===== config.mk =====
export PLATFORM = sky130hd
export DESIGN_NAME = dma_sched
export DESIGN_NICKNAME = d
export VERILOG_FILES = /design/src/rtl/dma_sched_pkg.sv /design/src/rtl/dma_desc_fifo.sv /design/src/rtl/dma_sched.sv
export SDC_FILE = /design/constraint.sdc
export NUM_CORES = 1
export LEC_CHECK = 0
export ABC_AREA = 1
export BUFFER_PORTS_ARGS = -buffer_cell sky130_fd_sc_hd__buf_4
export CORE_ASPECT_RATIO = 1.4
export CORE_UTILIZATION = 55
export DETAILED_ROUTE_END_ITERATION = 16
export GPL_TIMING_DRIVEN = 0
export PLACE_DENSITY = 0.84
export SLEW_MARGIN = 0
export SYNTH_ARGS = -nofsm -noshare
export SYNTH_HDL_FRONTEND = slang
export SYNTH_HIERARCHICAL = 1
export SYNTH_SLANG_ARGS = --single-unit
export TNS_END_PERCENT = 50

===== constraint.sdc =====
create_clock -name clk -period 14 [get_ports clk]
set_clock_uncertainty 0.05 [all_clocks]
set_input_delay 1.4 -clock clk [delete_from_list [all_inputs] [get_ports clk]]
set_output_delay 1.4 -clock clk [all_outputs]
set_load 0.005 [all_outputs]

===== src/rtl/dma_sched_pkg.sv =====
// Shared types for the DMA descriptor scheduler: FSM state encoding and the queued descriptor.
// Field widths here set the descriptor layout; the top-level ADDR_W/LEN_W defaults track them.
package dma_sched_pkg;

  localparam int DMA_ADDR_W = 28;
  localparam int DMA_LEN_W  = 24;

  typedef enum logic [2:0] {
    IDLE,
    LOAD,
    ISSUE,
    WAIT,
    FINISH,
    ERROR
  } state_e;

  typedef struct packed {
    logic [DMA_ADDR_W-1:0] src;
    logic [DMA_ADDR_W-1:0] dst;
    logic [DMA_LEN_W-1:0]  len;
    logic                  irq;
  } desc_t;

endpackage


===== src/rtl/dma_desc_fifo.sv =====
// Descriptor queue: DEPTH-entry synchronous FIFO, write-to-read latency one cycle, head shown combinationally.
// Push is refused when full (no same-cycle pop bypass); flush empties it and overrides push and pop.
module dma_desc_fifo
  import dma_sched_pkg::*;
#(
  parameter int DEPTH = 4
) (
  input  logic                   clk,
  input  logic                   rst_n,
  input  logic                   push,
  input  desc_t                  wr_dat,
  input  logic                   pop,
  input  logic                   flush,
  output desc_t                  rd_dat,
  output logic                   full,
  output logic                   empty,
  output logic [$clog2(DEPTH):0] level
);

  localparam int AW = $clog2(DEPTH);

  desc_t       mem_q [DEPTH];
  logic [AW:0] wr_ptr_q, wr_ptr_d;
  logic [AW:0] rd_ptr_q, rd_ptr_d;
  logic        do_push;
  logic        do_pop;

  assign do_push = push && !full && !flush;
  assign do_pop  = pop && !empty && !flush;

  always_comb begin
    wr_ptr_d = wr_ptr_q;
    rd_ptr_d = rd_ptr_q;
    if (flush) begin
      wr_ptr_d = '0;
      rd_ptr_d = '0;
    end else begin
      if (do_push) wr_ptr_d = wr_ptr_q + 1'b1;
      if (do_pop)  rd_ptr_d = rd_ptr_q + 1'b1;
    end
  end

  always_ff @(posedge clk or negedge rst_n) begin
    if (!rst_n) begin
      wr_ptr_q <= '0;
      rd_ptr_q <= '0;
    end else begin
      wr_ptr_q <= wr_ptr_d;
      rd_ptr_q <= rd_ptr_d;
    end
  end

  // Storage needs no reset: entries are only read while the pointers say they are valid.
  always_ff @(posedge clk) begin
    if (do_push) mem_q[wr_ptr_q[AW-1:0]] <= wr_dat;
  end

  assign rd_dat = mem_q[rd_ptr_q[AW-1:0]];
  assign level  = wr_ptr_q - rd_ptr_q;
  assign empty  = (wr_ptr_q == rd_ptr_q);
  assign full   = (level == (AW+1)'(DEPTH));

endmodule


===== src/rtl/dma_sched.sv =====
// Pops descriptors and issues them to the copy engine in MAX_CHUNK pieces; first start 3 cycles after push.
// desc_ready is !full from registered occupancy; the engine is never sent a new chunk before eng_done.
module dma_sched
  import dma_sched_pkg::*;
#(
  parameter int DEPTH     = 4,
  parameter int ADDR_W    = DMA_ADDR_W,
  parameter int LEN_W     = DMA_LEN_W,
  parameter int MAX_CHUNK = 256
) (
  input  logic                   clk,
  input  logic                   rst_n,
  input  logic                   desc_valid,
  output logic                   desc_ready,
  input  logic [ADDR_W-1:0]      desc_src,
  input  logic [ADDR_W-1:0]      desc_dst,
  input  logic [LEN_W-1:0]       desc_len,
  input  logic                   desc_irq,
  output logic                   eng_start,
  output logic [ADDR_W-1:0]      eng_src,
  output logic [ADDR_W-1:0]      eng_dst,
  output logic [LEN_W-1:0]       eng_len,
  input  logic                   eng_done,
  input  logic                   eng_err,
  input  logic                   abort,
  input  logic                   err_clear,
  output logic                   busy,
  output logic                   err,
  output logic                   irq_done,
  output logic [15:0]            done_count,
  output logic [$clog2(DEPTH):0] queue_level
);

  localparam logic [LEN_W-1:0] CHUNK = LEN_W'(MAX_CHUNK);

  state_e              state_q, state_d;
  logic [ADDR_W-1:0]   src_q, src_d;
  logic [ADDR_W-1:0]   dst_q, dst_d;
  logic [LEN_W-1:0]    rem_q, rem_d;
  logic                irq_q, irq_d;
  logic                abort_q, abort_d;
  logic [ADDR_W-1:0]   eng_src_q, eng_src_d;
  logic [ADDR_W-1:0]   eng_dst_q, eng_dst_d;
  logic [LEN_W-1:0]    eng_len_q, eng_len_d;
  logic [15:0]         done_count_q, done_count_d;

  desc_t               push_dat;
  desc_t               head;
  logic                fifo_pop;
  logic                fifo_flush;
  logic                fifo_full;
  logic                fifo_empty;

  assign push_dat = '{src: desc_src, dst: desc_dst, len: desc_len, irq: desc_irq};

  dma_desc_fifo #(
    .DEPTH (DEPTH)
  ) u_fifo (
    .clk    (clk),
    .rst_n  (rst_n),
    .push   (desc_valid),
    .wr_dat (push_dat),
    .pop    (fifo_pop),
    .flush  (fifo_flush),
    .rd_dat (head),
    .full   (fifo_full),
    .empty  (fifo_empty),
    .level  (queue_level)
  );

  always_comb begin
    state_d      = state_q;
    src_d        = src_q;
    dst_d        = dst_q;
    rem_d        = rem_q;
    irq_d        = irq_q;
    abort_d      = abort_q;
    eng_src_d    = eng_src_q;
    eng_dst_d    = eng_dst_q;
    eng_len_d    = eng_len_q;
    done_count_d = done_count_q;
    fifo_pop     = 1'b0;
    fifo_flush   = abort;

    case (state_q)
      IDLE: begin
        abort_d = 1'b0;
        if (!abort && !fifo_empty) begin
          fifo_pop = 1'b1;
          src_d    = head.src;
          dst_d    = head.dst;
          rem_d    = head.len;
          irq_d    = head.irq;
          state_d  = LOAD;
        end
      end
      LOAD: begin
        if (abort)              state_d = IDLE;
        else if (rem_q == '0)   state_d = FINISH;
        else                    state_d = ISSUE;
      end
      ISSUE: begin
        // The strobe for this cycle is already out, so an abort here waits for its eng_done.
        if (abort) abort_d = 1'b1;
        state_d = WAIT;
      end
      WAIT: begin
        if (abort) abort_d = 1'b1;
        if (eng_done) begin
          if (abort_q || abort) begin
            state_d = IDLE;
          end else if (eng_err) begin
            fifo_flush = 1'b1;
            state_d    = ERROR;
          end else begin
            src_d   = src_q + ADDR_W'(eng_len_q);
            dst_d   = dst_q + ADDR_W'(eng_len_q);
            rem_d   = rem_q - eng_len_q;
            state_d = (rem_d == '0) ? FINISH : ISSUE;
          end
        end
      end
      FINISH: state_d = IDLE;
      ERROR: begin
        if (err_clear) state_d = IDLE;
      end
      default: state_d = IDLE;
    endcase

    // Engine command registers load on the way into ISSUE so they are valid with the strobe.
    if (state_d == ISSUE) begin
      eng_src_d = src_d;
      eng_dst_d = dst_d;
      eng_len_d = (rem_d > CHUNK) ? CHUNK : rem_d;
    end
    if (state_d == FINISH) done_count_d = done_count_q + 16'd1;
  end

  always_ff @(posedge clk or negedge rst_n) begin
    if (!rst_n) begin
      state_q      <= IDLE;
      src_q        <= '0;
      dst_q        <= '0;
      rem_q        <= '0;
      irq_q        <= 1'b0;
      abort_q      <= 1'b0;
      eng_src_q    <= '0;
      eng_dst_q    <= '0;
      eng_len_q    <= '0;
      done_count_q <= '0;
    end else begin
      state_q      <= state_d;
      src_q        <= src_d;
      dst_q        <= dst_d;
      rem_q        <= rem_d;
      irq_q        <= irq_d;
      abort_q      <= abort_d;
      eng_src_q    <= eng_src_d;
      eng_dst_q    <= eng_dst_d;
      eng_len_q    <= eng_len_d;
      done_count_q <= done_count_d;
    end
  end

  assign desc_ready = !fifo_full;
  assign eng_start  = (state_q == ISSUE);
  assign eng_src    = eng_src_q;
  assign eng_dst    = eng_dst_q;
  assign eng_len    = eng_len_q;
  assign busy       = (state_q != IDLE);
  assign err        = (state_q == ERROR);
  assign irq_done   = (state_q == FINISH) && irq_q;
  assign done_count = done_count_q;

endmodule


==> impl_metrics.toml <==
[outcome]
outcome = "complete, no violations"

[worst_setup_path]
critical_path.startpoint_type = "flip-flop"
crit_required_ps = 14480
worstPathArrival_ps = 5560
critPathCaptureType = "flip-flop"
regToRegStartpoint = "u_fifo/rd_ptr_q[1]"
critPathKind = "flip-flop to flip-flop"
worstSetupStartpoint = "u_fifo/rd_ptr_q[1]"
cp_max_fo = 11
reg2reg_depth = 15

[logic_synthesis]
synthCells = 2601
yosysSeqAreaShare_pct = 58.3
syn_nets = 2772
synth_warnings = 6
synthesis.area_um2 = 24700
synth_top_area_share_pct = 39.4
ys_types = 54
synthTopCellsByArea = "edfxtp_1 39%, dfrtp_1 19%, nand2_1 9.7%, o21ai_0 4.9%, nor2_1 4.2%"
synth_top_area_cell = "edfxtp_1"
syn_avg_cell_area_um2 = 9.50
yosys_most_used_dff = "edfxtp_1"
synth-seq-cells = 511
synthArstFlopShare_pct = 36.6
synth_edf_count = 324

[detailed_routing]
vias = 20800
via_per_inst = 6.04
drt-pass1-iter-count = 6
ant_nets = 0
drt_iter0_markers = 2302
drcViolationCount = 0
drt-total-wl_um = 76200
wl_per_cell_um = 22.1

[timing]
setup_tns_ps = 0
period_needed_ps = 5080
worst_slew_pin_slew_ps = 1070
rsz0062_at_grt = "no"
fmax_mhz = 197
relSlewSlack_pct = 28.5
finalHoldViolations = 0
slew_viol_final = 0
min_period_over_period_pct = 36.3
setup-violations-final = 0

[placement]
port_buffers = 191
gp_congestion = 0.979
hpwl_um = 55500

[global_route]
antenna_found_initial = 0
busiest_layer = "met2"
first_global_vias = 20100
met3_usage_pct = 4.59
use_met2_pct = 55.4
gr-total-overflow = 0
grt_use_met1_pct = 43.0
grt_usage_pct = 33.1
grt_pass1_wl_um = 115000
grt_max_degree = 107

[die]
die_height_um = 253
die_w_um = 181
die_area_um2 = 45800
ios = 192
rows = 91
start_util_pct = 55.9
core-area_um2 = 44200

[final_layout]
nets = 3023
area_growth_syn_to_layout_pct = 16.6
antennaDiodeCount = 0
layout-drive-gt1-share_pct = 13.3
final_util_pct = 65.2

[hold_path]
hold_path_startpoint = "eng_dst[18]"
min_path_type = "flip-flop to flip-flop"
holdPathStages = 2

[power]
p_leak_nw = 12.7
p_per_area_nw_per_um2 = 195
finalPower_mw = 5.61
peakVddDrop_v = 0.000135

[clock_network]
cts-buffers-inserted = 48
clk-insertion-delay-late_ps = 590
cts_tree = "built"
cts_sinks = 511
cts.path.max_buffers = 3
post-cts-setup-buffer-count = 0
clk_pin_slew_ps = 60
cts.repair.resized = 0
htree_levels = 2
holdBufCountCts = 0
clockRootBuffer = "clkbuf_16"

[flow_run]
cap_violations = 0
metrics by stage:
step	instance area, um2	worst slack, ps	std cells	hold WS [ps]
floorplan	24700	8140	2601	399
global placement	26800	5240	3350	419
detailed placement	27100	9090	3360	418
CTS	28800	9050	3447	434
global route	28800	8790	3447	451
finish	28800	8920	3447	431
kinds of logic after synthesis:
group           after synthesis  share of synthesized area, %
flops                       511                          58.3
buf+inv                     334                          5.76
xor+xnor                     24                         0.851
simple gates               1137                          19.2
fa+ha+maj                    83                          4.33
compound gates              512                          11.5
cells in the final DEF (no fill, tap or decap), drive strengths merged, types with 2 or more instances in the layout:
master,n
o221ai,2
edfxtp,324
bufinv,10
a22o,9
o211ai,16
dfrtp,187
a22oi,5
and2,2
a21o,4
clkinvlp,5
buf,248
o21a,2
nand3,116
inv,241
nand2,657
nor3,11
nor4,13
nor3b,2
fa,4
xnor2,12
nor2,292
o21ai,253
nand4,27
clkbuf,104
a211oi,2
xor2,12
a221o,4
or2,4
o22ai,82
a21oi,113
nand3b,12
a31oi,7
a221oi,2
clkinv,14
o21bai,8
ha,79
layer usage:
layer	routed length (um)	part of all wire (%)
met1	28900	38
met2	36600	48
met3	7370	9.7
met4	3370	4.4
met5	0	0
flip-flops by register name, summed over array words and instances, names as in the netlist:
| name | flops |
|---|---|
| state_q | 3 |
| u_fifo/wr_ptr_q | 3 |
| done_count | 16 |
| abort_q | 1 |
| rem_q | 24 |
| eng_len | 24 |
| eng_dst | 28 |
| eng_src | 28 |
| src_q | 28 |
| u_fifo/rd_ptr_q | 3 |
| u_fifo/mem_q | 324 |
| dst_q | 28 |
| irq_q | 1 |
worst paths after layout:
check | endpoint | slack, ps
worst max-delay path | eng_src[26] | 8920
worst min-delay path | eng_dst[18] | 430
worst max register to register | eng_src[26] | 8920
worst min register to register | eng_dst[18] | 430
max in group asynchronous | eng_src[12] | 12130
min in group asynchronous | done_count[10] | 790
where the power goes:
group | total (mW) | leakage, nW | switching (mW) | internal [mW]
Combinational | 2.14 | 6.55 | 1.43 | 0.711
Sequential | 2.04 | 5.33 | 0.188 | 1.86
Clock | 1.42 | 0.819 | 0.585 | 0.838
Total | 5.61 | 12.7 | 2.20 | 3.41
critical path: stages (launching register included):
cell	delay [ps]
dfrtp_1	390
clkinv_1	530
clkbuf_1	460
ha_1	390
nand3_2	100
inv_1	110
nor2_1	170
nand2_2	140
inv_2	230
clkbuf_1	580
buf_2	410
buf_1	840
nand2_1	250
nand3_1	200
nand2_1	100
nand2_1	70
Yosys cell counts, types with 2 or more instances:
cell type	instances
xor2_1	12
o221ai_1	2
nand3b_1	12
xnor2_1	12
a31oi_1	7
o211ai_1	16
o21a_1	2
nand2_1	639
nand4_1	27
clkbuf_2	7
a21o_1	4
nor3_1	10
clkbuf_1	38
nand3_2	4
nor2_2	15
buf_4	2
clkinv_1	2
dfrtp_1	187
inv_2	11
buf_2	23
nand2_4	5
and2_1	2
a21oi_1	113
a221o_1	4
buf_1	6
a211oi_1	2
nor2_1	276
nor4_1	12
a22oi_1	5
a22o_1	9
a221oi_1	2
fa_1	4
o21ai_1	13
o21bai_1	8
inv_1	228
nand3_1	112
or2_2	3
ha_1	79
nand2_2	13
o22ai_1	82
edfxtp_1	324
o21ai_0	240
buf_6	16
area by class of cell:
class	count	area, um2
multi-input cells	1756	8900
clock buffers	59	1270
well taps	558	698
flip-flops and latches	511	14400
repair buffers	201	1650
clock inverters	28	449
plain buffers	92	510
fillers	3339	15400
inverters	242	913
No activity file was read; power rests on OpenSTA's default activity.
